File: config.mk
export PLATFORM = sky130hd
export DESIGN_NAME = echo_capture
export DESIGN_NICKNAME = d
export VERILOG_FILES = /design/src/rtl/echo_capture_pkg.sv /design/src/rtl/echo_capture_median3.sv /design/src/rtl/echo_capture.sv
export SDC_FILE = /design/constraint.sdc
export NUM_CORES = 1
export LEC_CHECK = 0
export ABC_AREA = 1
export ABC_CLOCK_PERIOD_IN_PS = 4880
export CORE_UTILIZATION = 66
export DETAILED_ROUTE_END_ITERATION = 10
export PLACE_DENSITY = 0.93
export SKIP_CTS_REPAIR_TIMING = 1
export SLEW_MARGIN = 20
export SYNTH_ARGS = -nofsm -noshare
export SYNTH_HDL_FRONTEND = slang
export SYNTH_HIERARCHICAL = 1
export SYNTH_SLANG_ARGS = --single-unit
export TNS_END_PERCENT = 10
File: constraint.sdc
create_clock -name clk -period 4.88 [get_ports clk]
set_input_delay 0.732 -clock clk [delete_from_list [all_inputs] [get_ports clk]]
set_output_delay 0.732 -clock clk [all_outputs]
set_load 0.01 [all_outputs]
File: src/rtl/echo_capture_pkg.sv
// rtl/echo_capture_pkg.sv - shared state type, clock default and tick helpers for the ranger front end
package echo_capture_pkg;

  // Shared with the height-latch stage so both agree on the system clock.
  localparam int unsigned DEFAULT_CLK_FREQ_HZ = 12_000_000;

  typedef enum logic [1:0] {
    S_TRIG,
    S_WAIT_RISE,
    S_MEASURE,
    S_HOLDOFF
  } state_t;

  function automatic logic [31:0] us_to_ticks(input int unsigned clk_hz, input int unsigned us);
    return clk_hz / 1_000_000 * us;
  endfunction

  function automatic logic [31:0] ms_to_ticks(input int unsigned clk_hz, input int unsigned ms);
    return clk_hz / 1000 * ms;
  endfunction

  function automatic logic [31:0] median3(input logic [31:0] a, input logic [31:0] b,
                                          input logic [31:0] c);
    logic [31:0] m;
    if ((a <= b && b <= c) || (c <= b && b <= a)) begin
      m = b;
    end else if ((b <= a && a <= c) || (c <= a && a <= b)) begin
      m = a;
    end else begin
      m = c;
    end
    return m;
  endfunction

endpackage

File: src/rtl/echo_capture_median3.sv
// rtl/echo_capture_median3.sv - median of the last three raw widths, one registered stage
module echo_median3
  import echo_capture_pkg::*;
(
  input  logic        clk_i,
  input  logic        reset_i,
  input  logic        in_valid_i,
  input  logic [31:0] in_width_i,
  output logic        out_valid_o,
  output logic [31:0] out_width_o
);

  logic [31:0] hist0_q;
  logic [31:0] hist1_q;
  logic [1:0]  count_q;
  logic        valid_q;
  logic [31:0] width_q;

  always_ff @(posedge clk_i) begin
    if (reset_i) begin
      hist0_q <= '0;
      hist1_q <= '0;
      count_q <= '0;
      valid_q <= 1'b0;
      width_q <= '0;
    end else begin
      valid_q <= in_valid_i;
      if (in_valid_i) begin
        hist0_q <= in_width_i;
        hist1_q <= hist0_q;
        if (count_q != 2'd3) begin
          count_q <= count_q + 2'd1;
        end
        // Two earlier results plus this one make a full window.
        if (count_q >= 2'd2) begin
          width_q <= median3(in_width_i, hist0_q, hist1_q);
        end else begin
          width_q <= in_width_i;
        end
      end
    end
  end

  assign out_valid_o = valid_q;
  assign out_width_o = width_q;

endmodule

File: src/rtl/echo_capture.sv
// rtl/echo_capture.sv - ultrasonic trigger generator and echo high-time measurement
// Optional median-of-three output filter: define ECHO_MEDIAN3_EN.
module echo_capture
  import echo_capture_pkg::*;
#(
  parameter int unsigned CLK_FREQ_HZ = DEFAULT_CLK_FREQ_HZ,
  parameter int unsigned TRIG_US     = 10,
  parameter int unsigned PERIOD_MS   = 60,
  parameter int unsigned TIMEOUT_US  = 30_000
) (
  input  logic        clk,
  input  logic        reset,
  input  logic        echo,
  output logic        trig,
  output logic [31:0] echo_width,
  output logic        width_valid,
  output logic        timeout
);

  localparam logic [31:0] TRIG_TICKS    = us_to_ticks(CLK_FREQ_HZ, TRIG_US);
  localparam logic [31:0] PERIOD_TICKS  = ms_to_ticks(CLK_FREQ_HZ, PERIOD_MS);
  localparam logic [31:0] TIMEOUT_TICKS = us_to_ticks(CLK_FREQ_HZ, TIMEOUT_US);

  if (!(TRIG_TICKS + TIMEOUT_TICKS + 32'd4 < PERIOD_TICKS)) begin : g_cfg_check
    $error("echo_capture: trigger plus timeout does not fit in the period");
  end

  logic [2:0]  sync_q;
  logic        echo_s;
  logic        echo_rise;
  logic        echo_fall;

  state_t      state_q;
  logic        trig_q;
  logic [31:0] trig_cnt_q;
  logic [31:0] period_q;
  logic [31:0] period_d;
  logic [31:0] tmo_q;
  logic [31:0] tmo_d;
  logic        tmo_hit;
  logic [31:0] width_q;
  logic [31:0] width_d;

  logic        raw_valid_q;
  logic [31:0] raw_width_q;
  logic        raw_tmo_q;

  always_ff @(posedge clk) begin
    if (reset) begin
      sync_q <= '0;
    end else begin
      sync_q <= {sync_q[1:0], echo};
    end
  end

  assign echo_s    = sync_q[1];
  assign echo_rise = sync_q[1] & ~sync_q[2];
  assign echo_fall = ~sync_q[1] & sync_q[2];

  always_comb begin
    period_d = (period_q == PERIOD_TICKS - 32'd1) ? '0 : period_q + 32'd1;
    // The first cycle out of reset is the launch cycle, not part of a period.
    if (state_q == S_TRIG && trig_cnt_q == '0) begin
      period_d = '0;
    end
    width_d = (width_q == '1) ? width_q : width_q + 32'd1;
    tmo_d   = tmo_q + 32'd1;
    tmo_hit = (tmo_d == TIMEOUT_TICKS);
  end

  always_ff @(posedge clk) begin
    if (reset) begin
      state_q     <= S_TRIG;
      trig_q      <= 1'b0;
      trig_cnt_q  <= '0;
      period_q    <= '0;
      tmo_q       <= '0;
      width_q     <= '0;
      raw_valid_q <= 1'b0;
      raw_width_q <= '0;
      raw_tmo_q   <= 1'b0;
    end else begin
      period_q    <= period_d;
      raw_valid_q <= 1'b0;
      case (state_q)
        S_TRIG: begin
          tmo_q <= '0;
          if (trig_cnt_q == TRIG_TICKS) begin
            trig_q     <= 1'b0;
            trig_cnt_q <= '0;
            state_q    <= S_WAIT_RISE;
          end else begin
            trig_q     <= 1'b1;
            trig_cnt_q <= trig_cnt_q + 32'd1;
          end
        end
        S_WAIT_RISE: begin
          tmo_q <= tmo_d;
          if (tmo_hit) begin
            raw_valid_q <= 1'b1;
            raw_width_q <= TIMEOUT_TICKS;
            raw_tmo_q   <= 1'b1;
            state_q     <= S_HOLDOFF;
          end else if (echo_rise) begin
            width_q <= 32'd1;
            state_q <= S_MEASURE;
          end
        end
        S_MEASURE: begin
          tmo_q <= tmo_d;
          // Timeout is checked first so it wins over a coincident fall.
          if (tmo_hit) begin
            raw_valid_q <= 1'b1;
            raw_width_q <= TIMEOUT_TICKS;
            raw_tmo_q   <= 1'b1;
            state_q     <= S_HOLDOFF;
          end else if (echo_fall) begin
            raw_valid_q <= 1'b1;
            raw_width_q <= width_q;
            raw_tmo_q   <= 1'b0;
            state_q     <= S_HOLDOFF;
          end else if (echo_s) begin
            width_q <= width_d;
          end
        end
        S_HOLDOFF: begin
          if (period_q == PERIOD_TICKS - 32'd1) begin
            trig_q     <= 1'b1;
            trig_cnt_q <= 32'd1;
            state_q    <= S_TRIG;
          end
        end
        default: begin
          state_q <= S_TRIG;
        end
      endcase
    end
  end

  assign trig = trig_q;

`ifdef ECHO_MEDIAN3_EN
  logic        med_valid;
  logic [31:0] med_width;
  logic        tmo_out_q;

  echo_median3 u_median3 (
    .clk_i       (clk),
    .reset_i     (reset),
    .in_valid_i  (raw_valid_q),
    .in_width_i  (raw_width_q),
    .out_valid_o (med_valid),
    .out_width_o (med_width)
  );

  // Timeout tracks the raw result but moves with the delayed strobe.
  always_ff @(posedge clk) begin
    if (reset) begin
      tmo_out_q <= 1'b0;
    end else if (raw_valid_q) begin
      tmo_out_q <= raw_tmo_q;
    end
  end

  assign width_valid = med_valid;
  assign echo_width  = med_width;
  assign timeout     = tmo_out_q;
`else
  assign width_valid = raw_valid_q;
  assign echo_width  = raw_width_q;
  assign timeout     = raw_tmo_q;
`endif

endmodule

==> impl_results.md <==
- Worst path arrival time: 3680 ps
- Worst hold path type: register to register
- Die Span X: about 120 µm
- Synth top area cells: dfxtp_1 36%, nand2_1 16%, nor2_1 9.6%
- Initial antenna violation count: 0
- Routability cong.: 1.00
- WS Path Type: register to register
- DR WL/cell: 14.1 µm
- TritonCTS Buffers: 17
- First-pass GRT wire length: 39.5 mm
- Sequential share of the synthesized area: 0.360
- Area leader, netlist: dfxtp_1
- Die height: 121 µm
- Vias in the first global route: 8637
- Layout Nets: 1480
- Die Area: roughly 15000 µm²
- Pin count of the biggest net entering global routing: 76
- Post-route setup slack: 1570 ps
- Hold Violations, Final: 0
- Cell area after synthesis: 9340 µm²
- First-pass DRT Iterations: 6
- Area growth from synthesis to final layout: 11.0%
- Slew HR: 0.341
- Max Freq: 302 MHz
- RSZ-0062 raised after global routing: false
- DRC errors left: 0
- Vias post-DR: about 9500
- Slew Viols, Final: 0
- PortBufs: 37
- N_diodes: 0
- Total GRT Usage: 0.332
- Sequential Area: 3360 µm²
- Clock transition at path regs: 70 ps
- Minimum clock period: ~3300 ps
- P_leak: 3.51 nW
- VDD IR max: 0.000267 V
- Cells after DPL: approximately 1600
- TritonCTS clock tree: done
- Core region area: between 10000 and 15000 µm²
- Multi-input gate area: approximately 5300 µm²
- Total Routed Length: 23.4 mm
- Via density: 5.73
- Power density over the cells: 265 nW/µm²
- Clock Tree Buf Depth: 2
- Clock Root Buffer: clkbuf_16
- Dpl ws: 1670 ps
- Fin Clk Skew: 6.82 ps
- Critical Path Fanout Max: 34
- Worst setup SP type: register
- Filler Cells Inserted: 1070
- Post-DP HPWL: 16.1 mm
- Grt total ovfl: 0
- Clock Sink Count: 168
- Initial core utilization: 0.675
- Post-synthesis async set-or-reset flop share: 0
- Layout cell share with drive strength beyond 1: 0.0527
- Worst Path Required: 5240 ps
- Synth Net Count: 1458
- Post-Syn Instances: 1445
- Number of synthesized flops with an enable pin: 0
- Avg Cell Area, Syn: ~6.5 µm²
- CP endpoint kind: register
- Fraction of the cycle the final worst path needs: 0.679
- Setup TNS: 0 ps
- Most frequent cells in the layout: 393 x nand2_1, 239 x nor2_1, 168 x dfxtp_1, 121 x inv_1, 121 x a21oi_1
- Layout Utilization: 0.750
- Max_cap viols: 0
- Slew @ Worst Pin: 985 ps
- I/O Pins: 38
- Antenna-violating nets left: 0
- Initial DRC count: 1027
- YS warnings: 6
- Leading cell type in the layout, fill and taps excluded: nand2_1
- Synth top area share: 0.360
- Final setup fails: 0
- Cell variety after synth: 40
- Rows: 43
- Ys flop type: dfxtp_1
- Layout Cells excl Fill: 1660
- Status: completed
- FF+latch count, synth: 168
- Clk_lat worst skew: about 440 ps
- H-tree depth: 4
[cell families (layout without fill, tap and decap cells)]
kind of cell             count (synthesis)  count (layout)  share of synthesized area
flip-flops                             168             168                      0.360
XOR/XNOR                                53              53                     0.0497
AO/OA/AOI/OAI                          188             188                      0.106
AND/OR/NAND/NOR                        860             860                      0.400
adder cells (fa/ha/maj)                 10              10                     0.0134
buffers and inverters                  166             201                     0.0705
[cell type report]
class | instances | share of cell area
Inverter | 125 | 0.0453
Multi-Input combinational cell | 1111 | 0.513
Clock buffer | 21 | 0.0454
Sequential cell | 168 | 0.325
Clock inverter | 11 | 0.00954
Timing Repair Buffer | 44 | 0.0403
Tap cell | 180 | 0.0217
[worst paths after layout]
path / from / endpoint / slack [ps] / cells past startpoint
max reg2reg: width_q[0] / width_q[4] / 1570 / 12
max: width_q[0] / width_q[4] / 1570 / 12
min reg2reg: sync_q[0] / sync_q[1] / 460 / 2
min: sync_q[0] / sync_q[1] / 460 / 2
[where the power goes]
group	leakage [nW]	internal (W)	switching, W
Combinational	1.88	0.0000127	0.0000368
Clock	0.275	0.000740	0.000572
Sequential	1.35	0.00138	0.00000423
[through the flow]
step	total power, W	cell area (µm²)	hold WS [ps]
final	0.00274	10400	456
after global routing	0.00282	10400	470
after CTS	0.00275	10400	455
after detailed placement	0.00146	9790	439
after global placement	0.00146	9790	431
after floorplan	0.00145	9340	388
[synth_stat cells, drive strengths merged, types with 2 or more instances]
cell type	n
nand2	407
nor2	254
dfxtp	168
inv	123
a21oi	121
nand3	61
nor3	59
o21ai	55
xor2	34
nand4	32
clkbuf	27
nor4	24
xnor2	19
buf	14
nand3b	14
ha	10
or2	4
o21a	3
a211oi	2
clkinv	2
nor3b	2
o21bai	2
[sequential cells by signal (all words and copies together) (netlist names)]
name and flops:
echo_width 32, period_q 32, tmo_q 32, trig_cnt_q 32, width_q 32, sync_q 3
state_q 2, timeout 1, trig 1, width_valid 1
[routing by layer]
| metal | routed length, µm | global-route usage |
|---|---|---|
| met3 | 1530 | 0.0616 |
| met4 | 734 | 0.142 |
| met5 | 0 | 0 |
| met1 | 10100 | 0.423 |
| met2 | 11000 | 0.549 |
[critical path, cell delays in order (launching register included)]
cell      delay (ps)
dfxtp_1          360
ha_1             270
nand2_1          140
nor2_1            80
nand2_1          130
nor2_1            80
nand3_1           70
nand2_1           60
a221oi_1         630
nand2_2          580
inv_2            540
nand2_1          110
a21oi_1          170
Power figures use the tool's default switching activity.
